<file path="config.mk">
export PLATFORM = sky130hd
export DESIGN_NAME = sram_bus_ctrl_flat
export DESIGN_NICKNAME = d
export VERILOG_FILES = /design/src/rtl/sram_bus_if.sv /design/src/rtl/sram_bus_ctrl.sv /design/src/flat_wrapper.sv
export SDC_FILE = /design/constraint.sdc
export NUM_CORES = 1
export LEC_CHECK = 0
export BUFFER_PORTS_ARGS = -buffer_cell sky130_fd_sc_hd__buf_4
export CORE_ASPECT_RATIO = 1.4
export CORE_MARGIN = 3
export CORE_UTILIZATION = 50
export DETAILED_ROUTE_END_ITERATION = 7
export HOLD_SLACK_MARGIN = 0.08
export PLACE_DENSITY = 0.86
export SLEW_MARGIN = 20
export SYNTH_ARGS = -nofsm -noshare
export SYNTH_HDL_FRONTEND = slang
export SYNTH_SLANG_ARGS = --single-unit
</file>
<file path="constraint.sdc">
create_clock -name clk -period 1.7 [get_ports clk]
set_input_delay 0.17 -clock clk [delete_from_list [all_inputs] [get_ports clk]]
set_output_delay 0.17 -clock clk [all_outputs]
set_load 0.005 [all_outputs]
</file>
<file path="src/rtl/sram_bus_if.sv">
// Core-side request/response bus for the SRAM controller.
//
// Handshake: the master raises bus_req with bus_we/bus_word/bus_addr/bus_wdata
// stable. A request is accepted on the rising edge where bus_req && bus_ready.
// All request fields are sampled on that edge only. bus_req is ignored while
// bus_ready is low. Completion is a single-cycle bus_ack. bus_err qualifies
// bus_ack. bus_rdata holds the most recent completed read result.
interface sram_bus_if;
  logic        bus_req;
  logic        bus_ready;
  logic        bus_we;
  logic        bus_word;
  logic [15:0] bus_addr;
  logic [15:0] bus_wdata;
  logic        bus_ack;
  logic        bus_err;
  logic [15:0] bus_rdata;

  modport master (
    output bus_req, bus_we, bus_word, bus_addr, bus_wdata,
    input  bus_ready, bus_ack, bus_err, bus_rdata
  );

  modport slave (
    input  bus_req, bus_we, bus_word, bus_addr, bus_wdata,
    output bus_ready, bus_ack, bus_err, bus_rdata
  );
endinterface

</file>
<file path="src/rtl/sram_bus_ctrl.sv">
// Bus-side controller in front of a byte-wide synchronous SRAM.
// It splits 16-bit accesses into two byte cycles, low byte first.
// SRAM read data arrives one cycle after the select, so each read byte is
// captured in the state that follows its SRAM cycle.
// Out-of-window and wrapping word accesses complete with bus_err and never
// touch the SRAM.
// dbg_state exposes the FSM state encoding.
module sram_bus_ctrl #(
  parameter int MEM_AW = 15
) (
  input  logic              clk,
  input  logic              sys_rst_n,
  sram_bus_if.slave         bus,
  output logic [MEM_AW-1:0] mem_addr,
  output logic              sram_cs,
  output logic              we_pin,
  output logic [7:0]        mem_wdata,
  input  logic [7:0]        mem_rdata,
  output logic [2:0]        dbg_state
);

  typedef enum logic [2:0] {
    S_IDLE = 3'd0,
    S_LO   = 3'd1,
    S_HI   = 3'd2,
    S_CAP  = 3'd3,
    S_RESP = 3'd4
  } state_t;

  state_t              state_q, state_d;
  logic                we_q, we_d;
  logic                word_q, word_d;
  logic                err_q, err_d;
  logic [MEM_AW-1:0]   addr_q, addr_d;
  logic [15:0]         wdata_q, wdata_d;
  logic [15:0]         rdata_q, rdata_d;

  logic                addr_hi_err;
  logic                wrap_err;
  logic                acc_err;
  logic [MEM_AW-1:0]   addr_inc;

  // Request validation: any address bit above the window is an error. A word
  // on the last byte would need to wrap, and that is rejected too.
  always_comb begin
    addr_hi_err = |(bus.bus_addr >> MEM_AW);
    wrap_err    = bus.bus_word & (&bus.bus_addr[MEM_AW-1:0]);
    acc_err     = addr_hi_err | wrap_err;
    addr_inc    = addr_q + {{(MEM_AW-1){1'b0}}, 1'b1};
  end

  // Next-state and register updates for the transaction sequencer
  always_comb begin
    state_d = state_q;
    we_d    = we_q;
    word_d  = word_q;
    err_d   = err_q;
    addr_d  = addr_q;
    wdata_d = wdata_q;
    rdata_d = rdata_q;
    case (state_q)
      S_IDLE: begin
        if (bus.bus_req) begin
          we_d    = bus.bus_we;
          word_d  = bus.bus_word;
          addr_d  = bus.bus_addr[MEM_AW-1:0];
          wdata_d = bus.bus_wdata;
          err_d   = acc_err;
          state_d = acc_err ? S_RESP : S_LO;
        end
      end
      S_LO: begin
        state_d = word_q ? S_HI : S_CAP;
      end
      S_HI: begin
        // mem_rdata here is the low byte read during LO.
        if (!we_q) begin
          rdata_d[7:0] = mem_rdata;
        end
        state_d = S_CAP;
      end
      S_CAP: begin
        // mem_rdata here is the byte from the last SRAM cycle.
        if (!we_q) begin
          if (word_q) begin
            rdata_d = {mem_rdata, rdata_q[7:0]};
          end else begin
            rdata_d = {8'h00, mem_rdata};
          end
        end
        state_d = S_RESP;
      end
      S_RESP: begin
        state_d = S_IDLE;
      end
      default: begin
        state_d = S_IDLE;
      end
    endcase
  end

  // State and latched request registers. An asynchronous reset aborts any
  // transaction in flight.
  always_ff @(posedge clk or negedge sys_rst_n) begin
    if (!sys_rst_n) begin
      state_q <= S_IDLE;
      we_q    <= 1'b0;
      word_q  <= 1'b0;
      err_q   <= 1'b0;
      addr_q  <= '0;
      wdata_q <= '0;
      rdata_q <= '0;
    end else begin
      state_q <= state_d;
      we_q    <= we_d;
      word_q  <= word_d;
      err_q   <= err_d;
      addr_q  <= addr_d;
      wdata_q <= wdata_d;
      rdata_q <= rdata_d;
    end
  end

  // Bus-side outputs and SRAM pins, decoded from state and the latched fields.
  // Pins are zero outside LO/HI.
  always_comb begin
    bus.bus_ready = (state_q == S_IDLE);
    bus.bus_ack   = (state_q == S_RESP);
    bus.bus_err   = (state_q == S_RESP) & err_q;
    bus.bus_rdata = rdata_q;
    sram_cs       = 1'b0;
    we_pin        = 1'b0;
    mem_addr      = '0;
    mem_wdata     = 8'h00;
    case (state_q)
      S_LO: begin
        sram_cs   = 1'b1;
        we_pin    = we_q;
        mem_addr  = addr_q;
        mem_wdata = wdata_q[7:0];
      end
      S_HI: begin
        sram_cs   = 1'b1;
        we_pin    = we_q;
        mem_addr  = addr_inc;
        mem_wdata = wdata_q[15:8];
      end
      default: begin
        sram_cs = 1'b0;
      end
    endcase
    dbg_state = state_q;
  end

endmodule

</file>
<file path="src/flat_wrapper.sv">
// flat-port wrapper written by rule: the top's interface ports become plain ports
module sram_bus_ctrl_flat 
#(
  parameter int MEM_AW = 15
)
  (clk, sys_rst_n, mem_addr, sram_cs, we_pin, mem_wdata, mem_rdata, dbg_state, bus_bus_req, bus_bus_we, bus_bus_word, bus_bus_addr, bus_bus_wdata, bus_bus_ready, bus_bus_ack, bus_bus_err, bus_bus_rdata);
  sram_bus_if bus_i ();
  input  logic clk;
  input  logic sys_rst_n;
  output logic [MEM_AW-1:0] mem_addr;
  output logic sram_cs;
  output logic we_pin;
  output logic [7:0] mem_wdata;
  input  logic [7:0] mem_rdata;
  output logic [2:0] dbg_state;
  input wire logic [$bits(bus_i.bus_req)-1:0] bus_bus_req;
  input wire logic [$bits(bus_i.bus_we)-1:0] bus_bus_we;
  input wire logic [$bits(bus_i.bus_word)-1:0] bus_bus_word;
  input wire logic [$bits(bus_i.bus_addr)-1:0] bus_bus_addr;
  input wire logic [$bits(bus_i.bus_wdata)-1:0] bus_bus_wdata;
  output wire logic [$bits(bus_i.bus_ready)-1:0] bus_bus_ready;
  output wire logic [$bits(bus_i.bus_ack)-1:0] bus_bus_ack;
  output wire logic [$bits(bus_i.bus_err)-1:0] bus_bus_err;
  output wire logic [$bits(bus_i.bus_rdata)-1:0] bus_bus_rdata;
  assign bus_i.bus_req = bus_bus_req;
  assign bus_i.bus_we = bus_bus_we;
  assign bus_i.bus_word = bus_bus_word;
  assign bus_i.bus_addr = bus_bus_addr;
  assign bus_i.bus_wdata = bus_bus_wdata;
  assign bus_bus_ready = bus_i.bus_ready;
  assign bus_bus_ack = bus_i.bus_ack;
  assign bus_bus_err = bus_i.bus_err;
  assign bus_bus_rdata = bus_i.bus_rdata;
  sram_bus_ctrl #(.MEM_AW(MEM_AW)) u_core (.clk(clk), .sys_rst_n(sys_rst_n), .bus(bus_i), .mem_addr(mem_addr), .sram_cs(sram_cs), .we_pin(we_pin), .mem_wdata(mem_wdata), .mem_rdata(mem_rdata), .dbg_state(dbg_state));
endmodule
</file>
# == After elaboration in Yosys (flattened, before gate mapping) ==
# Cells that the tools add are included.
# totals
inputBits,45
register_bits,53
elab_cells,40
output_inout_bits,47
# classes
n_mux,12
bitwise_logic,4
addsub,1
n_reduce_logical,7
n_eq_ne,8
# op_table
operator,n
$pmux W8 S2,2
$pmux W15 S2,1
$mux W16,1
$mux W8,2
$add A15 B1 Y15 const B,1
$reduce_and A15 Y1,1
$pmux W3 S4,1
$ne A2 B2 Y1 const B,4
$eq A3 B2 Y1 const B,2
$mux W3,2
$reduce_and A2 Y1,2
$reduce_and A4 Y1,1
$eq A3 B1 Y1 const B,1
$eq A3 B3 Y1 const B,1
$logic_not A3 Y1,1
$mux W1,3
$and A1 B1 Y1,2
$reduce_bool A2 Y1,1
$reduce_or A2 Y1,1
$not A1 Y1,1
$or A1 B1 Y1,1

# == Depth between registers and ports, before layout ==
# depth
ltp_word,6
ltp_mapped,7

# == Worst setup path before layout ==
# Ideal clock, no wire load.
# synth_timing
path_kind,register to register
start,reg u_core.state_q[0] (netlist: u_core.dbg_state[0])
end,reg u_core.addr_q[0]
required_ns,1.575
n_path_buf,3
slack_ns,0.043
synth_period_minus_slack_ns,1.657
arrival_time_ns,1.532
stages_incl_launch_ff,7
path_cell_list,dfrtp_1 > buf_6 > nor3_1 > and2_1 > buf_6 > buf_6 > mux2_2
# synth_between
elab_chain_len,2
# synth_lines
element,line_no,source
"start, declared",sram_bus_ctrl.sv:30,"state_t state_q, state_d;"
"start signal, assigned",sram_bus_ctrl.sv:114,state_q <= state_d;
$logic_not A3 Y1,--,
net bus_bus_ready,flat_wrapper.sv:21,output wire logic [$bits(bus_i.bus_ready)-1:0] bus_bus_ready;
$reduce_and A2 Y1 (no source line),--,
"end signal, assigned",sram_bus_ctrl.sv:118,addr_q <= addr_d;
"end, declared",sram_bus_ctrl.sv:34,"logic [MEM_AW-1:0] addr_q, addr_d;"
# The timed path passes the listed nets, and every way through them passes these cells.
# A chain may end at the register's enable or synchronous reset.

# == Worst setup path in the final report ==
# layout_timing
start,reg u_core.state_q[0] (netlist: u_core.dbg_state[0])
end,out mem_addr[7]
# layout_between
elab_chain_len,2
elab_cells_between_ends,3
cone_classes,eq/ne (2); mux (1)
# layout_lines
element,line_no,source
$eq A3 B2 Y1 or $eq A3 B1 Y1 (tied branches),sram_bus_ctrl.sv:135,case (state_q)
$pmux W15 S2 (*),sram_bus_ctrl.sv:135,
"end, declared",flat_wrapper.sv:10,output logic [MEM_AW-1:0] mem_addr;
# Mark *: on every way between the ends. The rest lies on a longest branch, timed or not.

==> flow_summary_export.csv <==
group,metric,value,unit
outcome,outcome,"complete, but fails checks",
outcome,violations,"setup timing",
worst_setup_path,cp-start-kind,"register",
pwr,leakage,2.02,nW
synth,synthCells,239,
clock_network,cts_sinks,53,
timing,hold_violations,0,
synth,syn_area_per_cell,11.1,sq um
timing,fin_skew,10.6,ps
global_routing,grt_pass1_wl,11.3,mm
final_layout,final_cell_area,4320,sq um
placement,post-dp-hpwl,5.17,mm
floorplan,dieHeight,92.0,um
worst_setup_path,rrSetupSlack,-210,ps
global_routing,grt_overflow,0,
floorplan,dieWidth,67.4,um
worst_setup_path,cp_common_cell,"buf_4",
worst_setup_path,crit_start,"u_core.dbg_state[0]$_DFFE_PN0P_",
timing,setup_viol,59,
route,drc_errors,0,
clock_network,cts_tree,"done",
synth,synth_top_area_share,50.2,%
timing,worst_slack,-333,ps
floorplan,ios,92,
worst_setup_path,crit_required,1530,ps
timing,finalCriticalPeriod,2030,ps
synth,synth_top_family_by_area,"multiplexers",
synth,ys.flop_type,"dfrtp_1",
clock_network,ctsHtreeMaxLevel,2,
route,routedWlPerCell,21.7,um
synth,synth_mux_area_share,17.4,%
worst_setup_path,cp_slowest_stage_delay,470,ps
floorplan,fp.coreArea,4990,sq um
worst_setup_path,path_max_fanout,7,
route,dr.pass1.iters,4,
clock_network,cts_max_path_buffers,2,
final_layout,fin_nets,420,
global_routing,antenna_found_initial,0,
min_path,hp-class,"in2reg",
final_layout,nFillCells,264,
final_layout,fin_cells,439,
synth,yosysTopAreaCell,"dfrtp_1",
global_routing,grt_max_degree,54,
final_layout,final-seq-area,1330,sq um
synth,synth_edf_count,0,
clock_network,cts_buffers,5,
synth,synth_cell_types,34,
synth,ys_seq_elements,53,
pwr,power,8.83,mW
synth,syn_nets,285,
synth,synth_xor_area_share,0.331,%
worst_setup_path,critPathSlowestCell,"or3b_4",
timing,rsz0062_at_grt,"true",
final_layout,syn_to_final_growth,63.5,%
timing,slew_headroom,55.7,%
timing,slew_viol_final,0,
worst_setup_path,worstSetupPathType,"reg2out",
synth,synth-async-reset-ratio,100,%
timing,fmax,492,MHz
synth,synth_seq_area_share,50.2,%
final_layout,drive_gt1_share,59.5,%
global_routing,grt_pass1_vias,2459,
worst_setup_path,cp-end-kind,"output port",
placement,io_buffers,91,
placement,postPlaceCellArea,3500,sq um
clock_network,cts_root_buf,"clkbuf_8",
pwr,ir_drop,0.00139,V
worst_setup_path,crit_path_end,"mem_addr[7]",
floorplan,start_util,52.9,%
route,wl,9.54,mm
synth,synthSimpleGateAreaFrac,12.9,%
placement,gp_congestion,0.850,
worst_setup_path,r2r-start,"u_core.dbg_state[2]$_DFFE_PN0P_",
timing,tns,-10520,ps
global_routing,grt_usage,23.9,%
final_layout,multi_input_area,1480,sq um
worst_setup_path,critical_path_arrival,1860,ps
synth,synth-compound-area-share,13.4,%
route,via_count,2584,
timing,period_share,120,%
synth,yosysWarnings,0,
floorplan,num_rows,30,
placement,dp.cells,401,
final_layout,insertedDiodeCount,0,
worst_setup_path,regToRegEndpoint,"u_core.addr_q[13]$_DFFE_PN0P_",
route,drtAntennaViolNets,0,
route,drtIter0Drc,172,
clock_network,path_clk_slew,100,ps
synth,netlist_area,2640,sq um
timing,worstMarginPinSlew,664,ps
floorplan,fp.dieArea,6210,sq um
clock_network,clk_latency,310,ps
worst_setup_path,crit_chain,"or3b_4, buf_4, a31o_2, a31oi_1, buf_4",
synth,yosys.area_share.adder,0.473,%
run,max_cap_violations,0,
placement,pre_cts_ws,-20.4,ps
pwr,pwr_density_cell,2040,nW/um^2
route,viasPerCell,5.89,
synth,ys_top_cells_by_area,"dfrtp_1 50%, mux2_2 13%, o21ai_0 5.3%, mux2_1 4.3%, nand2_1 4.0%",
worst_setup_path,reg2reg_depth,7,
## cells by family (layout without fill, tap and decap cells)
logic type	count (synthesis)	count (layout)
flops	53	53
xor+xnor	1	1
simple gates	64	64
mux	41	41
fa+ha+maj	1	1
compound gates	56	56
buf+inv	23	159
## metrics by stage
| stage | util (%) | hold WS [ps] |
|---|---|---|
| floorplan | - | -126 |
| global placement | 70.2 | 235 |
| detailed placement | 70.2 | 245 |
| CTS | 75.2 | 80.1 |
| global route | 86.6 | 80.0 |
| finish | 86.6 | 88.0 |
## routing by layer
| layer | wire (um) | GRT usage [%] | part of all wire, % | vias to the layer above |
|---|---|---|---|---|
| met5 | 0 | 0 | 0 | - |
| met4 | 587 | 11.8 | 6.2 | 0 |
| met3 | 539 | 5.39 | 5.7 | 41 |
| met2 | 5150 | 40.9 | 54 | 118 |
| met1 | 3260 | 27.3 | 34 | 1275 |
| li1 | - | - | - | 1150 |
## Yosys cell counts, types with 2 or more instances
| cell | instances |
|---|---|
| and2_1 | 3 |
| mux2_1 | 10 |
| a22o_1 | 9 |
| buf_6 | 6 |
| dfrtp_1 | 53 |
| a21oi_1 | 4 |
| nand3_1 | 3 |
| nand2_1 | 28 |
| a41oi_1 | 2 |
| clkbuf_1 | 5 |
| nor4_1 | 2 |
| and4_1 | 3 |
| inv_1 | 4 |
| nor2_1 | 4 |
| nor3b_1 | 3 |
| o21ai_0 | 28 |
| a31oi_1 | 6 |
| nor4b_1 | 2 |
| mux2_2 | 30 |
| buf_2 | 8 |
| nand4_1 | 11 |
| o31ai_1 | 3 |
## what timing repair did
action / in CTS / in global routing
pin swaps: 1 / 14
gates resized for setup: 21 / 87
setup buffers: 4 / 14
hold endpoints to repair: 57 / 0
hold buffers: 5 / 0
gates cloned: 1 / 6
endpoints found under the setup margin: 57 / 74
## critical path: cells and delay by family, from the launching register on
kind | cells | cell delay (ps)
and+or+nand+nor | 1 | 470
DFF | 1 | 420
AOI/OAI and AO/OA | 2 | 360
buffers and inverters | 2 | 300
## flip-flops by register name, indices dropped and copies added, names as in the netlist
register              cells
u_core.err_q              1
u_core.addr_q            15
u_core.wdata_q           16
u_core.bus.bus_rdata     16
u_core.we_q               1
u_core.word_q             1
u_core.dbg_state          3
## layout by cell type (no fill, tap or decap), drive strengths merged
cell type,count
nor2,4
nand3,3
a41o,1
nor4b,2
dfrtp,53
or3b,1
dlygate4sd3,5
nor4,2
ha,1
buf,138
and2,3
xnor2,1
o21a,1
clkbuf,10
a21oi,4
or3,1
bufinv,1
nand4,11
inv,4
a31oi,6
a22o,9
and3,1
o21ai,28
nor3,1
nor3b,4
mux2,40
mux2i,1
and4,3
a311o,1
clkinvlp,1
o31ai,3
nand2,28
a41oi,2
a31o,1
## cell type report
cell class              count  area share, %
flip-flops and latches     53           30.7
clock buffers               6           1.91
inverters                   4          0.347
multi-input cells         163           34.3
clock inverters             2          0.869
repair buffers            147           30.0
well taps                  64           1.85
## power by group
group	switching, mW	internal, mW	total [mW]
sequential	0.546	1.91	2.46
clock	0.421	0.479	0.900
combinational	2.31	3.16	5.47
total	3.27	5.56	8.83
## worst min-delay path by stage
stage	start	cells after the start	to	slack, ps
2_1_floorplan	sys_rst_n	0	u_core.addr_q[0]$_DFFE_PN0P_	-130
3_3_place_gp	sys_rst_n	1	u_core.addr_q[10]$_DFFE_PN0P_	240
3_5_place_dp	sys_rst_n	1	u_core.addr_q[12]$_DFFE_PN0P_	240
4_1_cts	bus_bus_wdata[5]	2	u_core.wdata_q[5]$_DFFE_PN0P_	80
5_1_grt	bus_bus_wdata[4]	2	u_core.wdata_q[4]$_DFFE_PN0P_	80
6_report	bus_bus_wdata[10]	2	u_core.wdata_q[10]$_DFFE_PN0P_	90
No activity file was read; power rests on OpenSTA's default activity.
